--- src/rtl/mmio_bus_arbiter.sv ---
// Two-master round-robin arbiter for the FPro MMIO bus. Each transaction is one strobe cycle followed by one ack cycle.
// Define MMIO_ARB_FIXED_PRIO_EN to make m0 always win contention instead of round-robin.
module mmio_bus_arbiter #(
  parameter int AW = 21,
  parameter int DW = 32
) (
  input  logic          clk,
  input  logic          reset,
  input  logic          m0_req,
  input  logic          m0_wr,
  input  logic [AW-1:0] m0_addr,
  input  logic [DW-1:0] m0_wr_data,
  input  logic          m1_req,
  input  logic          m1_wr,
  input  logic [AW-1:0] m1_addr,
  input  logic [DW-1:0] m1_wr_data,
  output logic          m0_ack,
  output logic [DW-1:0] m0_rd_data,
  output logic          m1_ack,
  output logic [DW-1:0] m1_rd_data,
  output logic          mmio_cs,
  output logic          mmio_wr,
  output logic          mmio_rd,
  output logic [AW-1:0] mmio_addr,
  output logic [DW-1:0] mmio_wr_data,
  input  logic [DW-1:0] mmio_rd_data,
  output logic [1:0]    gnt,
  output logic          busy
);

  typedef enum logic [1:0] {IDLE, BUS, DONE} state_t;

  state_t          state;
  logic            pick_m1;
  logic            sel_wr;
  logic [AW-1:0]   sel_addr;
  logic [DW-1:0]   sel_wr_data;
`ifndef MMIO_ARB_FIXED_PRIO_EN
  logic            last;
`endif

  // Under contention the master that was not served last time wins.
  always_comb begin
    pick_m1 = m1_req;
    if (m0_req && m1_req) begin
`ifdef MMIO_ARB_FIXED_PRIO_EN
      pick_m1 = 1'b0;
`else
      pick_m1 = ~last;
`endif
    end
    sel_wr      = pick_m1 ? m1_wr      : m0_wr;
    sel_addr    = pick_m1 ? m1_addr    : m0_addr;
    sel_wr_data = pick_m1 ? m1_wr_data : m0_wr_data;
  end

  always_ff @(posedge clk or negedge reset) begin
    if (!reset) begin
      state        <= IDLE;
      gnt          <= 2'b00;
      busy         <= 1'b0;
      mmio_cs      <= 1'b0;
      mmio_wr      <= 1'b0;
      mmio_rd      <= 1'b0;
      mmio_addr    <= '0;
      mmio_wr_data <= '0;
      m0_ack       <= 1'b0;
      m1_ack       <= 1'b0;
      m0_rd_data   <= '0;
      m1_rd_data   <= '0;
`ifndef MMIO_ARB_FIXED_PRIO_EN
      last         <= 1'b1;
`endif
    end else begin
      case (state)
        IDLE: begin
          if (m0_req || m1_req) begin
            state        <= BUS;
            gnt          <= pick_m1 ? 2'b10 : 2'b01;
            busy         <= 1'b1;
            mmio_cs      <= 1'b1;
            mmio_wr      <= sel_wr;
            mmio_rd      <= ~sel_wr;
            mmio_addr    <= sel_addr;
            mmio_wr_data <= sel_wr_data;
          end
        end
        BUS: begin
          // Read data is only valid during the strobe, so capture it here.
          if (mmio_rd) begin
            if (gnt[1]) m1_rd_data <= mmio_rd_data;
            else        m0_rd_data <= mmio_rd_data;
          end
          mmio_cs <= 1'b0;
          mmio_wr <= 1'b0;
          mmio_rd <= 1'b0;
          m0_ack  <= gnt[0];
          m1_ack  <= gnt[1];
          state   <= DONE;
        end
        DONE: begin
          m0_ack <= 1'b0;
          m1_ack <= 1'b0;
          gnt    <= 2'b00;
          busy   <= 1'b0;
`ifndef MMIO_ARB_FIXED_PRIO_EN
          last   <= gnt[1];
`endif
          state  <= IDLE;
        end
        default: state <= IDLE;
      endcase
    end
  end

endmodule

--- config.mk ---
export PLATFORM = sky130hd
export DESIGN_NAME = mmio_bus_arbiter
export DESIGN_NICKNAME = d
export VERILOG_FILES = /design/src/rtl/mmio_bus_arbiter.sv
export SDC_FILE = /design/constraint.sdc
export NUM_CORES = 1
export LEC_CHECK = 0
export BUFFER_PORTS_ARGS = -buffer_cell sky130_fd_sc_hd__buf_2
export CAP_MARGIN = 10
export CORE_ASPECT_RATIO = 1.4
export CORE_MARGIN = 8
export CORE_UTILIZATION = 50
export CTS_BUF_LIST = sky130_fd_sc_hd__clkbuf_4
export CTS_CLUSTER_SIZE = 12
export DETAILED_ROUTE_END_ITERATION = 6
export HOLD_SLACK_MARGIN = 0.08
export PLACE_DENSITY = 0.86
export SLEW_MARGIN = 40
export SYNTH_ARGS = -nofsm -noshare
export SYNTH_HDL_FRONTEND = slang
export SYNTH_SLANG_ARGS = --single-unit
export TNS_END_PERCENT = 50
--- constraint.sdc ---
create_clock -name clk -period 3.4 [get_ports clk]
set_input_delay 1.02 -clock clk [delete_from_list [all_inputs] [get_ports clk]]
set_output_delay 1.02 -clock clk [all_outputs]
set_load 0.02 [all_outputs]
### Word level (Yosys, flattened, before mapping)

Cells that the tools add are included.
Widths: inputs -> output; s select.

* flip-flop bits (word level): 128
* bits of input ports: 144

* equality and inequality tests: 3
* multiplexer cells: 18
* bitwise logic cells: 3
* reductions and logical operators: 11

Operators with widths (number)
* $mux 32: 1
* $mux 21: 1
* $pmux 1 s2: 6
* $pmux 2 s2: 2
* $mux 2: 3
* $reduce_and 2->1: 3
* $reduce_and 3->1: 2
* $reduce_bool 2->1: 3
* $mux 1: 5
* $not 1->1: 3
* $eq 2x1->1 const B: 1
* $eq 2x2->1 const B: 1
* $logic_not 2->1: 1
* $ne 2x2->1 const B: 1
* $logic_and 1x1->1: 1
* $logic_or 1x1->1: 1

### Longest topological paths before layout

* depth in word-level cells: 6
* depth in mapped cells: 7

### Worst setup path after synthesis

OpenSTA, ideal clock, no wires.

* kind: input -> register
* from: input m1_req
* to: register mmio_addr[0]
* setup time: 0.077 ns
* data arrival time: 1.805 ns
* required time: 3.323 ns
* slack: 1.518 ns
* cell stages on the path: 5
* buffers on the path: 2
* path through: o21ai_2 -> buf_4 -> clkbuf_1 -> nand2_1 -> o21ai_1

* longest elaborated chain between the ends: 3
* elaborated cells between the ends (all ways): 5

RTL lines
* from (decl): line 13 `input logic m1_req,`
* $logic_and 1x1->1: line 45 `if (m0_req && m1_req) begin`
* $mux 1: line 45
* $mux 21: line 53 `sel_addr = pick_m1 ? m1_addr : m0_addr;`
* to (signal assigned): line 84 `mmio_addr <= sel_addr;`
* to (decl): line 24 `output logic [AW-1:0] mmio_addr,`

Several ways; a longest one is shown, not always the timed one.
A chain may end at the register's enable or synchronous reset.

### Worst setup path after layout

* from: register gnt[1]
* to: output gnt[1]

RTL lines
* from (decl): line 27 `output logic [1:0] gnt,`
* from (signal assigned): line 79 `gnt <= pick_m1 ? 2'b10 : 2'b01;`

No word-level cell between the ends.

==> metrics.yaml <==
status: "finished clean"
slew_viol_final: 0
grt_pass1_vias: 4801
drt_first_iter_violations: 124
setup-violations-final: 0
nFillCells: 804
r2r_setup_slack_ns: 1.51
ys_top_cells_by_area: "dfrtp_1 (59%), mux2_2 (14%), mux2i_1 (11%)"
grt_max_degree: 77
multiInputGateArea_um2: 2020
vdd_drop_max_uv: 555
hp-class: "primary input to async pin"
worstSetupPathType: "register to primary output"
critPathMaxFanout: 7
drive_gt1_share_pct: 54.8
fin_crit_ns: 2.20
gp_congestion: 0.805
routed_wl_um: 14900
cts_buffers: 17
yosysSeqAreaShare_pct: 59.1
vias_per_cell: 5.05
layout.nets: 836
clock-sinks: 128
portBuffers: 268
wl_per_cell_um: 17.7
coreArea_um2: 10700
synth_top_area_share_pct: 58.6
cp_cell_sequence: "buf_2"
syn_area_per_cell_um2: 13.0
critPathBufInv: 1
grt_setup_unrepaired: "no"
finalHoldViolCount: 0
die_h_um: 139
ys_ff_latch: 128
dr.pass1.iters: 4
pin_count: 269
path_clk_slew_ns: 0.12
synth_area_leader_cell: "dfrtp_1"
synthCells: 416
overflow: 0
slowest_stage: "dfrtp_1"
total_power_w: 0.00741
synth_area_um2: 5420
rows: 45
post-route-period-util_pct: 64.6
cp-start-kind: "register"
h-tree-depth: 4
drc: 0
final_antenna_net_count: 0
synth-edff-count: 0
timing.rr.start: "state[0]"
path_depth: 1
num_vias: 4258
tightest_slew_ns: 0.512
cts_tree: "done"
cpPeakStageDelay_ns: 0.47
skew_ns: 0.0140
instances_no_fill: 843
fin_util_pct: 67.8
max_freq_ghz: 0.456
leakagePower_nw: 3.75
ys_types: 31
crit_path_end_kind: "primary output"
cellPowerDensity_nw_per_um2: 1020
async_reset_ff_share_pct: 100
setup_tns_ns: 0
dpl.hpwl_um: 12000
slew_headroom_pct: 65.7
antenna_found_initial: 1
required_ns: 2.38
rr_worst_depth: 4
cts_hold_buf: 0
synth-main-ff-cell: "dfrtp_1"
syn_nets: 564
seq_area_um2: 3200
cts-resized-gates: 0
ctsLongestPathBuffers: 2
rr_endpoint: "state[1]"
cp_data_arrival_time_ns: 1.18
ys.warnings.count: 0
die_area_um2: 14500
grt_first_pass_wirelength_um: 24100
maxCapViolations: 0
dp.cells: 810
syn_to_final_growth_pct: 33.8
fp.dieW_um: 104
grt_use_total_pct: 20.8
cts_root_buffer: "clkbuf_4"
cts_setup_buffers: 0
clock_latency_ns: 0.50
path_delay_family: "flip-flops"
initial_core_util_pct: 50.7
-- cells in the mapped netlist (2+ instances only) --
library cell / number
nor2_1: 5
mux2_2: 67
a21oi_1: 2
o21ai_1: 49
dfrtp_1: 127
mux2i_1: 57
buf_2: 7
o21ai_0: 6
buf_12: 5
nand2_1: 56
inv_1: 4
clkbuf_1: 9
ha_1: 4
-- logic make-up after synthesis --
family	Yosys count	synth area share (%)
DFF	128	59.1
buffers and inverters	28	3.90
adders and majority gates	4	0.923
and+or+nand+nor	68	5.15
muxes	124	24.4
AOI/OAI and AO/OA	64	6.51
-- power by group --
| part | internal [W] | switching [W] | leakage (nW) |
|---|---|---|---|
| combinational | 0.00131 | 0.00206 | 2.02 |
| sequential | 0.00229 | 0.000420 | 1.53 |
| clock | 0.000744 | 0.000585 | 0.199 |
| total | 0.00434 | 0.00306 | 3.75 |
-- sequential cells by signal (all words and copies together) (netlist names) --
register and flops:
m1_rd_data 32, state 2, busy 1, m1_ack 1
mmio_wr_data 32, last 1, m0_rd_data 32, mmio_rd 1
gnt 2, mmio_addr 21, mmio_cs 1, mmio_wr 1
m0_ack 1
-- layout by cell type (no fill, tap or decap), types with 4 or more instances in the layout --
master	n
buf_2	267
dfrtp_1	127
mux2_2	67
mux2i_1	57
nand2_1	56
o21ai_1	49
clkbuf_4	17
buf_4	7
o21ai_0	6
bufinv_16	6
nor2_1	5
inv_1	4
ha_1	4
clkinv_4	4
-- per-stage QoR --
step	hold slack (ns)	area, um2	setup slack (ns)
2_1_floorplan	0.506	5420	1.52
3_3_place_gp	0.462	6870	1.08
3_5_place_dp	0.470	6870	0.996
4_1_cts	0.369	7250	1.13
5_1_grt	0.379	7250	1.09
6_report	0.429	7250	1.20
-- per-layer routing --
metal,vias to the layer above,track usage (%),share of wire (%)
met5,-,0,0
met4,0,8.72,2.2
met1,2029,22.5,39
met3,23,8.83,9.2
met2,205,35.0,50
li1,2001,-,-
-- worst reg2reg max path, stage by stage, from the launching register on --
cell and delay, ns:
dfrtp_1 0.42, inv_1 0.11, ha_1 0.35, nor3b_2 0.52
mux2_2 0.39
-- worst max-delay path by stage --
stage / to / from
2_1_floorplan: mmio_addr[0] / m1_req
3_3_place_gp: mmio_wr_data[31] / m1_req
3_5_place_dp: mmio_wr_data[24] / m1_req
4_1_cts: gnt[1] / gnt[1]
5_1_grt: gnt[1] / gnt[1]
6_report: gnt[1] / gnt[1]
-- layout make-up --
cell class / instances / share of cell area, %
repair buffers: 277 / 20.0
well taps: 141 / 2.43
inverters: 4 / 0.207
multi-input cells: 260 / 27.9
clock inverters: 15 / 3.54
flip-flops and latches: 128 / 44.2
clock buffers: 17 / 1.76
diodes: 1 / 0.0345
No activity file was read; power rests on OpenSTA's default activity.
